[src/rtl/v_red_unit.sv]
// v_red_unit: sequential vector reduction, one element per RUN cycle (VREDSUM; VREDMAX optional).
// Build option: define V_RED_MAX_EN to include signed-max reduction; without it op=2 is illegal.
module v_red_unit #(
  parameter int VLEN = 128
) (
  input  logic                    clk,
  input  logic                    rst,
  input  logic                    in_valid,
  output logic                    in_ready,
  input  logic [2:0]              op,
  input  logic [1:0]              sew,
  input  logic [$clog2(VLEN/8):0] vl,
  input  logic [VLEN-1:0]         vs2,
  input  logic [31:0]             vs1_0,
  output logic                    out_valid,
  input  logic                    out_ready,
  output logic [31:0]             result,
  output logic                    illegal
);
  localparam int NE = VLEN / 8;
  localparam int IW = $clog2(NE);
  localparam int VW = IW + 1;

  typedef enum logic [1:0] {IDLE, RUN, DONE} state_t;

  state_t         state_reg, state_next;
  logic [1:0]     sew_reg, sew_next;
  logic [VLEN-1:0] vs2_reg, vs2_next;
  logic [VW-1:0]  vl_eff_reg, vl_eff_next;
  logic [IW-1:0]  idx_reg, idx_next;
  logic [31:0]    acc_reg, acc_next;
  logic           illegal_reg, illegal_next;

  logic           req_legal;
  logic [VW-1:0]  max_elems;
  logic [VW-1:0]  vl_clamped;
  logic [31:0]    elem;
  logic [31:0]    sum_val;
  logic [31:0]    acc_upd;
  logic [31:0]    elem_tbl [NE];

  function automatic logic [31:0] sew_mask(input logic [1:0] s);
    case (s)
      2'd0:    sew_mask = 32'h0000_00ff;
      2'd1:    sew_mask = 32'h0000_ffff;
      default: sew_mask = 32'hffff_ffff;
    endcase
  endfunction

  // Per-index element view for every element width; idx selects from the active width.
  genvar gi;
  generate
    for (gi = 0; gi < NE; gi++) begin : g_elem
      logic [31:0] w16;
      logic [31:0] w32;
      if (gi < NE / 2) begin : g_w16
        assign w16 = {16'd0, vs2_reg[gi*16 +: 16]};
      end else begin : g_w16_z
        assign w16 = '0;
      end
      if (gi < NE / 4) begin : g_w32
        assign w32 = vs2_reg[gi*32 +: 32];
      end else begin : g_w32_z
        assign w32 = '0;
      end
      assign elem_tbl[gi] = (sew_reg == 2'd0) ? {24'd0, vs2_reg[gi*8 +: 8]} :
                            (sew_reg == 2'd1) ? w16 : w32;
    end
  endgenerate

  assign elem    = elem_tbl[idx_reg];
  assign sum_val = (acc_reg + elem) & sew_mask(sew_reg);

`ifdef V_RED_MAX_EN
  logic max_sel_reg, max_sel_next;
  logic [31:0] max_val;

  function automatic logic signed [31:0] sext(input logic [31:0] v, input logic [1:0] s);
    case (s)
      2'd0:    sext = {{24{v[7]}}, v[7:0]};
      2'd1:    sext = {{16{v[15]}}, v[15:0]};
      default: sext = v;
    endcase
  endfunction

  assign max_val   = (sext(elem, sew_reg) > sext(acc_reg, sew_reg)) ? elem : acc_reg;
  assign acc_upd   = max_sel_reg ? max_val : sum_val;
  assign req_legal = (sew != 2'd3) && ((op == 3'd1) || (op == 3'd2));
  assign max_sel_next = (state_reg == IDLE && in_valid) ? (op == 3'd2) : max_sel_reg;

  always_ff @(posedge clk or posedge rst) begin
    if (rst) max_sel_reg <= 1'b0;
    else     max_sel_reg <= max_sel_next;
  end
`else
  assign acc_upd   = sum_val;
  assign req_legal = (sew != 2'd3) && (op == 3'd1);
`endif

  always_comb begin
    case (sew)
      2'd0:    max_elems = VW'(NE);
      2'd1:    max_elems = VW'(NE / 2);
      default: max_elems = VW'(NE / 4);
    endcase
    vl_clamped = (vl < max_elems) ? vl : max_elems;
  end

  always_comb begin
    state_next   = state_reg;
    sew_next     = sew_reg;
    vs2_next     = vs2_reg;
    vl_eff_next  = vl_eff_reg;
    idx_next     = idx_reg;
    acc_next     = acc_reg;
    illegal_next = illegal_reg;
    case (state_reg)
      IDLE: begin
        if (in_valid) begin
          sew_next     = sew;
          vs2_next     = vs2;
          vl_eff_next  = req_legal ? vl_clamped : '0;
          idx_next     = '0;
          illegal_next = !req_legal;
          acc_next     = req_legal ? (vs1_0 & sew_mask(sew)) : 32'd0;
          state_next   = (req_legal && vl_clamped != '0) ? RUN : DONE;
        end
      end
      RUN: begin
        acc_next = acc_upd;
        idx_next = idx_reg + 1'b1;
        if ({1'b0, idx_reg} == vl_eff_reg - 1'b1) state_next = DONE;
      end
      DONE: begin
        if (out_ready) state_next = IDLE;
      end
      default: state_next = IDLE;
    endcase
  end

  always_ff @(posedge clk or posedge rst) begin
    if (rst) begin
      state_reg   <= IDLE;
      sew_reg     <= 2'd0;
      vs2_reg     <= '0;
      vl_eff_reg  <= '0;
      idx_reg     <= '0;
      acc_reg     <= 32'd0;
      illegal_reg <= 1'b0;
    end else begin
      state_reg   <= state_next;
      sew_reg     <= sew_next;
      vs2_reg     <= vs2_next;
      vl_eff_reg  <= vl_eff_next;
      idx_reg     <= idx_next;
      acc_reg     <= acc_next;
      illegal_reg <= illegal_next;
    end
  end

  assign in_ready  = (state_reg == IDLE);
  assign out_valid = (state_reg == DONE);
  assign result    = acc_reg;
  assign illegal   = illegal_reg;

endmodule

[config.mk]
export PLATFORM = sky130hd
export DESIGN_NAME = v_red_unit
export DESIGN_NICKNAME = d
export VERILOG_FILES = /design/src/rtl/v_red_unit.sv
export SDC_FILE = /design/constraint.sdc
export NUM_CORES = 1
export LEC_CHECK = 0
export CORE_MARGIN = 2
export CORE_UTILIZATION = 35
export DETAILED_ROUTE_END_ITERATION = 8
export DONT_BUFFER_PORTS = 1
export HOLD_SLACK_MARGIN = 0.1
export SLEW_MARGIN = 20
export SYNTH_ARGS = -nofsm -noshare
export SYNTH_HDL_FRONTEND = slang
export SYNTH_SLANG_ARGS = --single-unit
[constraint.sdc]
create_clock -name clk -period 6.9 [get_ports clk]
set_input_delay 1.725 -clock clk [delete_from_list [all_inputs] [get_ports clk]]
set_output_delay 1.725 -clock clk [all_outputs]
set_load 0.05 [all_outputs]
======== Word level (Yosys, flattened, before mapping) ========
Index checks and enable logic that the tools add are counted.
word-level totals
  register bits ........................... 174
  input bits .............................. 174
  output and inout port bits .............. 35
  logic and storage cells ................. 80
operators by class
  add/sub/neg operators ................... 3
  magnitude comparators ................... 2
  equality and inequality tests ........... 10
  multiplexer cells ....................... 44
  bitwise operators ....................... 3
  reductions and logical operators ........ 11
operators with widths
  kind                                                                number
  32-bit 2-to-1 mux                                                   14
  32-bit case mux with 2 select lines                                 3
  32-bit binary-select mux with 4-bit select                          1
  16-bit 2-to-1 mux                                                   8
  32-bit AND                                                          2
  8-bit 2-to-1 mux                                                    8
  32-bit adder                                                        1
  5-bit 2-to-1 mux                                                    2
  5-bit case mux with 2 select lines                                  1
  2-bit 2-to-1 mux                                                    4
  4-bit case mux with 2 select lines                                  1
  2-bit by 1-bit == test with 1-bit output, second input constant     3
  2-bit zero test                                                     3
  2-bit != test, second input constant                                3
  2-bit case mux with 3 select lines                                  1
  4-bit by 5-bit == test with 1-bit output                            1
  5-bit >= comparator, second input constant                          1
  5-bit < comparator                                                  1
  4-bit inverter with 5-bit output                                    1
  5-bit nonzero test                                                  1
  5-bit by 1-bit subtractor with 5-bit output, second input constant  1
  4-bit by 1-bit adder with 4-bit output, second input constant       1
  4-bit 2-to-1 mux                                                    1
  2-bit AND reduction                                                 2
  7 further kinds                                                     8

======== Longest topological paths before layout ========
Gate-level depths: netlist of run 1.
  depth after elaboration ................. 9
  depth in mapped cells ................... 17
  depth with buffers taken out ............ 15

======== Worst setup path after synthesis of run 1 ========
Ideal clock, no wire load.
  kind .................................... flip-flop to flip-flop
  start ................................... reg sew_reg[0]
  end ..................................... reg acc_reg[26], in the netlist result[26]
  library setup time ...................... 0.127 ns
  arrival time ............................ 3.922 ns
  required time ........................... 6.773 ns
  setup slack ............................. 2.852 ns
  stages on the path, launching flop included .. 18
  cell sequence ........................... dfrtp_1 clkbuf_1 buf_2 mux2i_1 o21ai_0 mux4_2 a21oi_1 o32ai_1 ha_1 fa_1 a21o_1 a221o_1 a31oi_1 o221a_2 o21ai_2 a221oi_2 xor2_1 o21ai_1
between the ends
  word-level cells in the longest chain between the ends .. 9
RTL lines
  what                                                           RTL line  text
  start: declaration                                             27        logic [1:0] sew_reg, sew_next;
  start signal: assignment                                       152       sew_reg <= sew_next;
  2-bit by 1-bit == test with 1-bit output                       -
  16-bit 2-to-1 mux / 32-bit 2-to-1 mux (equally long branches)  67        (sew_reg == 2'd1) ? w16 : w32;
  16-bit 2-to-1 mux / 32-bit 2-to-1 mux (equally long branches)  66        assign elem_tbl[gi] = (sew_reg == 2'd0) ? {24'd0, vs2_reg[gi*8 +: 8]} :
  32-bit binary-select mux with 4-bit select                     71        assign elem = elem_tbl[idx_reg];
  32-bit 2-to-1 mux (not written as such) (2 in a row)           71
  32-bit adder                                                   72        assign sum_val = (acc_reg + elem) & sew_mask(sew_reg);
  32-bit AND *                                                   72
  32-bit case mux with 2 select lines *                          117       case (state_reg)
  end signal: assignment                                         156       acc_reg <= acc_next;
  end: declaration                                               31        logic [31:0] acc_reg, acc_next;
Mark *: on every way between the ends. The rest lies on a longest branch, timed or not. The select of a mux whose other input is x is not followed.
A chain may end at the register's enable or synchronous reset.

======== Final worst setup path of run 1 ========
  start ................................... reg idx_reg[1]
  end ..................................... reg acc_reg[19], in the netlist result[19]
between the ends
  word-level cells in the longest chain between the ends .. 7
RTL lines
  what                                                    RTL line  text
  start: declaration                                      30        logic [IW-1:0] idx_reg, idx_next;
  start signal: assignment                                155       idx_reg <= idx_next;
  4-bit inverter with 5-bit output (not written as such)  71
  32-bit binary-select mux with 4-bit select              71
  32-bit 2-to-1 mux (not written as such) (2 in a row)    71
  32-bit adder                                            72
  32-bit AND                                              72
  32-bit case mux with 2 select lines                     117
Every way passes these cells. The select of a mux whose other input is x is not followed.

==> impl_metrics.py, run 1 <==
metrics = {
    "outcome": {
        "status": "finished, final reports clean",
    },
    "clock_tree": {
        "post_cts_resized": 0,
        "root_buffer": "clkbuf_16",
        "cts_max_level": 4,
        "clkLatencyLatePin_ps": 450,
        "cts_tree": "yes",
        "clk_pin_slew_ps": 80,
        "clock_path_buffers": 2,
        "hold_buffers": 0,
        "cts_made_buffers": 17,
        "cts_setup_buffers": 0,
        "cts_sinks": 174,
    },
    "critical_path": {
        "cp-start-kind": "register",
        "cp_cell_sequence": "buf_4, mux4_2, a21oi_1, o32ai_1, ha_1, a21oi_1, o21ai_1, a21o_1, a221oi_2, o221ai_2, a21oi_2, xor2_1, o21ai_1",
        "crit_fanout": 37,
        "cp_slowest_cell": "dfrtp_2",
        "critical_path.top_delay_family": "compound AO/OA/AOI/OAI gates",
        "critPathMaxStageDelay_ps": 1000,
        "timing_worst_setup_path_type": "reg -> reg",
        "cp.required_ps": 7200,
        "end_kind": "register",
        "path_buf_inv": 1,
        "arrival_ps": 5110,
    },
    "yosys": {
        "synth_cells": 1351,
        "synth_edf_count": 0,
        "synth_seq_cells": 174,
        "synth_area_um2": 11800,
        "ys.warnings.count": 0,
        "synthesis.nets": 1562,
        "yosysUniqueCellTypes": 59,
        "async_flop_share": 1.00,
        "syn_avg_cell_area_um2": 8.71,
        "ys_seq_area_frac": 0.370,
        "dominantRegCellSynth": "dfrtp_1",
    },
    "drt": {
        "wire_per_inst_um": 23.2,
        "route.detailed.drc": 0,
        "vias": 10086,
        "antenna_left": 0,
        "drt-initial-drc-count": 941,
        "drt_wl_total_um": 40700,
        "drt_pre_antenna_iters": 7,
        "viasPerCell": 5.75,
    },
    "cells_and_area": {
        "final_core_utilization": 0.381,
        "drive_gt1_frac": 0.109,
        "fill_cells": 3434,
        "final_cell_mix": "nand2_1, dfrtp_1, nor2_1, mux4_2, o21ai_0",
        "final_area_um2": 12700,
        "fin_nets": 1502,
        "final_common_cell": "nand2_1",
        "area_growth_pct": 7.75,
        "largest_reg_flops": 128,
    },
    "floorplan": {
        "initial_utilization": 0.353,
        "io_pins": 209,
        "core_area_um2": 33300,
        "fp.dieH_um": 187,
        "rows": 67,
        "dieArea_um2": 35100,
        "fp.dieW_um": 187,
    },
    "power": {
        "power_frac_seq": 0.505,
        "power.switching_w": 0.000508,
        "vdd_drop_max_v": 0.000172,
        "finalPower_w": 0.00202,
        "power.share.combinational": 0.015,
        "clockPowerShare": 0.480,
        "sw_frac_of_total": 0.252,
        "leakagePower_nw": 5.79,
        "internal_power_w": 0.00151,
        "power_density_nw_per_um2": 159,
    },
    "grt": {
        "grt_max_degree": 116,
        "grt_antenna_before_repair": 2,
        "grt_pass1_vias": 9828,
        "track_usage": 0.233,
        "overflow": 0,
        "grt_first_pass_wirelength_um": 61100,
    },
    "timing": {
        "worst_pin_slew_ps": 1030,
        "maxSlewHeadroom": 0.314,
        "setup_viol_count_final": 0,
        "rsz0062_at_grt": "false",
        "min_period_ps": 4810,
        "worst_slack_ps": 2090,
        "totalNegativeSetupSlack_ps": 0,
        "clock_skew_ps": 9.69,
        "finalCritPeriodShare": 0.697,
        "report.final.slew_viol_count": 0,
        "fmax_mhz": 208,
        "hold_viol_final": 0,
    },
    "job": {
        "drv_cap": 0,
    },
    "hold_path": {
        "hp-class": "reg -> reg",
    },
    "placement": {
        "place_ws_ps": 2180,
        "place_area_um2": 12100,
        "dpl.hpwl_um": 31300,
        "portBuffers": 0,
        "gp_congestion": 0.967,
    },
}
-- cell families (layout without fill, tap and decap cells) --
family                     after synthesis  count (layout)  synth area share
muxes                                  123             123             0.174
other                                    0               1                 0
buffers and inverters                  100              53            0.0334
and+or+nand+nor                        656             656             0.229
AOI/OAI and AO/OA                      228             228             0.129
DFF                                    174             174             0.370
adders and majority gates               37              37            0.0400
xor gates and xnor gates                33              33            0.0246
-- routing by layer --
layer  vias up  part of all wire  global-route usage
li1       4597                 -                   -
met4         0             0.034              0.0839
met3        87             0.084              0.0514
met2       481              0.46               0.373
met1      4921              0.42               0.310
met5         -                 0                   0
-- synth_stat cells, drive strengths merged, types with 2 or more instances --
master,count,area share
a2111oi,2,0.0015
a211oi,16,0.010
a21o,17,0.011
a21oi,53,0.023
a221o,2,0.0017
a221oi,11,0.0098
a22o,2,0.0015
a22oi,8,0.0051
a31oi,15,0.0080
and2,23,0.012
and3,10,0.0053
buf,25,0.0095
clkbuf,65,0.021
dfrtp,174,0.37
ha,36,0.038
inv,10,0.0032
mux2,9,0.0089
mux2i,50,0.043
mux4,64,0.12
nand2,469,0.15
nand2b,7,0.0037
nand3,20,0.0089
nand4,8,0.0043
nor2,85,0.027
nor2b,8,0.0043
nor3,14,0.0060
nor3b,3,0.0019
nor4,3,0.0016
o211ai,3,0.0019
o21a,6,0.0038
o21ai,67,0.029
o21bai,2,0.0013
o221ai,2,0.0026
o22ai,5,0.0027
o31ai,3,0.0023
o32ai,9,0.0083
o41ai,2,0.0015
or2,3,0.0016
xnor2,18,0.013
xor2,15,0.011
-- worst reg2reg max path, delay by kind of cell (launching register included) --
| family | cells | cell delay [ps] |
|---|---|---|
| flops | 1 | 1000 |
| compound gates | 9 | 1870 |
| mux | 1 | 570 |
| xor+xnor | 1 | 250 |
| fa+ha+maj | 1 | 450 |
| buf+inv | 1 | 520 |
-- final timing paths --
kind | slack [ps] | cells past startpoint | end | start
setup reg to reg | 2090 | 13 | result[19] | idx_reg[1]
min in group asynchronous | 1300 | 1 | illegal | rst
setup / recovery | 2090 | 13 | result[19] | idx_reg[1]
max in group asynchronous | 4650 | 2 | vs2_reg[48] | rst
hold reg to reg | 520 | 2 | vs2_reg[6] | vs2_reg[6]
hold / removal | 520 | 2 | vs2_reg[6] | vs2_reg[6]
-- power by group through the flow --
| stage | registers [W] | logic, W | clock network [W] |
|---|---|---|---|
| 6_report | 0.00102 | 0.0000301 | 0.000967 |
| 5_1_grt | 0.00102 | 0.0000356 | 0.00104 |
| 4_1_cts | 0.00102 | 0.0000320 | 0.000997 |
| 3_5_place_dp | 0.00104 | 0.0000318 | 0 |
| 3_3_place_gp | 0.00104 | 0.0000317 | 0 |
| 2_1_floorplan | 0.00104 | 0.0000221 | 0 |
-- through the flow --
stage,hold WS (ps),cells
floorplan,441,1351
global placement,508,1720
detailed placement,507,1720
CTS,530,1752
global route,551,1752
finish,518,1753
-- area by class of cell --
type | count | area (um^2) | area share
multi-input combinational | 1077 | 7030 | 0.555
clock buffer | 17 | 425 | 0.0336
antenna | 1 | 2.50 | 0.000197
clock inverter | 15 | 154 | 0.0121
tap | 448 | 561 | 0.0442
sequential | 174 | 4360 | 0.344
timing repair buffer | 11 | 95.1 | 0.00750
inverter | 10 | 42.5 | 0.00336
Power figures use the tool's default switching activity.
==> run 2: changes to the inputs <==
clock period = 4.3 ns   (was 6.9 ns; I/O delays follow)
==> run 2 against run 1 <==
Worst hold slack gained 4.9 ps. Setup slack lost 1900 ps. Register-to-register slack lost 1900 ps. Fmax grew 16%. Sequential cell count is the same. Clock skew grew 0.83 ps. Critical endpoint is now result[28]. Largest power group unchanged.
==> impl_metrics.py, run 2 (synthesized netlist as in run 1, its figures left out) <==
metrics = {
    "outcome": {
        "status": "finished, final reports clean",
    },
    "drt": {
        "drt_pre_antenna_iters": 6,
        "antenna_left": 0,
        "viasPerCell": 5.68,
        "route.detailed.drc": 0,
        "vias": 10238,
        "wire_per_inst_um": 23.0,
        "drt-initial-drc-count": 725,
        "drt_wl_total_um": 41600,
    },
    "grt": {
        "grt_first_pass_wirelength_um": 62600,
        "track_usage": 0.238,
        "overflow": 0,
        "grt_max_degree": 108,
        "grt_antenna_before_repair": 2,
        "grt_pass1_vias": 10349,
    },
    "cells_and_area": {
        "final_cell_mix": "nand2_1, dfrtp_1, nor2_1, mux4_2, o21ai_0",
        "largest_reg_flops": 128,
        "fin_nets": 1551,
        "area_growth_pct": 12.4,
        "final_common_cell": "nand2_1",
        "drive_gt1_frac": 0.143,
        "multi_input_area_um2": 7050,
        "seqCellArea_um2": 4360,
        "fill_cells": 3398,
    },
    "job": {
        "drv_cap": 0,
    },
    "placement": {
        "dpl.hpwl_um": 32400,
        "place_ws_ps": 131,
        "gp_congestion": 0.949,
        "portBuffers": 0,
    },
    "timing": {
        "min_period_ps": 4160,
        "fmax_mhz": 241,
        "hold_viol_final": 0,
        "worst_slack_ps": 144,
        "clock_skew_ps": 10.5,
        "rsz0062_at_grt": "true",
        "maxSlewHeadroom": 0.298,
        "finalCritPeriodShare": 0.967,
        "setup_viol_count_final": 0,
        "worst_pin_slew_ps": 1050,
        "totalNegativeSetupSlack_ps": 0,
        "report.final.slew_viol_count": 0,
    },
    "clock_tree": {
        "root_buffer": "clkbuf_16",
        "clock_path_buffers": 2,
        "cts_tree": "yes",
        "cts_made_buffers": 17,
        "clkLatencyLatePin_ps": 460,
        "cts_max_level": 4,
        "cts_sinks": 174,
        "hold_buffers": 0,
        "clk_pin_slew_ps": 80,
    },
    "critical_path": {
        "crit_fanout": 14,
        "timing_worst_setup_path_type": "reg -> reg",
        "cp-start-kind": "register",
        "arrival_ps": 4470,
        "end_kind": "register",
        "cp.required_ps": 4610,
    },
    "floorplan": {
        "core_area_um2": 33300,
        "io_pins": 209,
        "fp.dieH_um": 187,
        "fp.dieW_um": 187,
        "dieArea_um2": 35100,
        "initial_utilization": 0.353,
        "rows": 67,
    },
    "power": {
        "power_density_nw_per_um2": 246,
        "leakagePower_nw": 6.09,
        "vdd_drop_max_v": 0.000282,
    },
    "hold_path": {
        "hp-class": "reg -> reg",
    },
}
-- run 2: worst paths after layout --
path	startpoint	cells after the start	end	slack [ps]
worst max-delay path	sew_reg[0]	16	result[28]	140
worst min-delay path	vs2_reg[3]	2	vs2_reg[3]	520
worst max register to register	sew_reg[0]	16	result[28]	140
worst min register to register	vs2_reg[3]	2	vs2_reg[3]	520
max in group asynchronous	rst	2	vs2_reg[108]	2820
min in group asynchronous	rst	1	vs2_reg[5]	600
-- run 2: metrics by stage --
stage	instance area [um^2]	power (W)	hold slack (ps)	instances	utilization
final	13200	0.00325	523	1803	0.397
after global routing	13200	0.00336	548	1802	0.397
after floorplan	11800	0.00170	441	1351	-
after detailed placement	12500	0.00172	488	1765	0.377
after global placement	12500	0.00172	473	1765	0.377
after CTS	13100	0.00330	515	1797	0.395
-- run 2: power breakdown --
| part | switching (W) | leakage (nW) | total (W) | internal [W] |
|---|---|---|---|---|
| Sequential | 0 | 2.35 | 0.00163 | 0.00163 |
| Combinational | 0.0000391 | 3.45 | 0.0000503 | 0.0000112 |
| Clock | 0.000782 | 0.290 | 0.00156 | 0.000782 |
| Total | 0.000821 | 6.09 | 0.00325 | 0.00243 |
-- run 2: final cells by class --
| type | instances | share of cell area |
|---|---|---|
| Sequential cell | 174 | 0.330 |
| Tap cell | 448 | 0.0424 |
| Clock buffer | 17 | 0.0322 |
| Timing Repair Buffer | 60 | 0.0458 |
| Antenna cell | 2 | 0.000379 |
| Multi-Input combinational cell | 1077 | 0.533 |
| Clock inverter | 15 | 0.0132 |
| Inverter | 10 | 0.00312 |
-- run 2: what timing repair did --
item,in CTS,in global routing
setup endpoints to repair,0,10
gates resized for setup,0,7
setup buffers,0,3
-- run 2: routing by layer --
layer / GRT usage / up-vias / part of all wire / routed length, um
met5: 0 / - / 0 / 0
li1: - / 4687 / - / -
met3: 0.0649 / 107 / 0.086 / 3570
met1: 0.301 / 4983 / 0.41 / 17100
met2: 0.389 / 461 / 0.47 / 19400
met4: 0.0910 / 0 / 0.036 / 1490
-- run 2: critical path, cell delays in order, from the launching register on --
cell      delay (ps)
dfrtp_2          400
buf_4            180
buf_12           170
nor2_1           170
buf_4            160
nand2_1          190
o32ai_1          580
ha_1             300
fa_1             210
a21o_1           160
a221o_1          270
a311oi_4         140
o31ai_2          370
nand4_1          160
a31oi_1          260
xnor2_1          170
o221ai_2         110
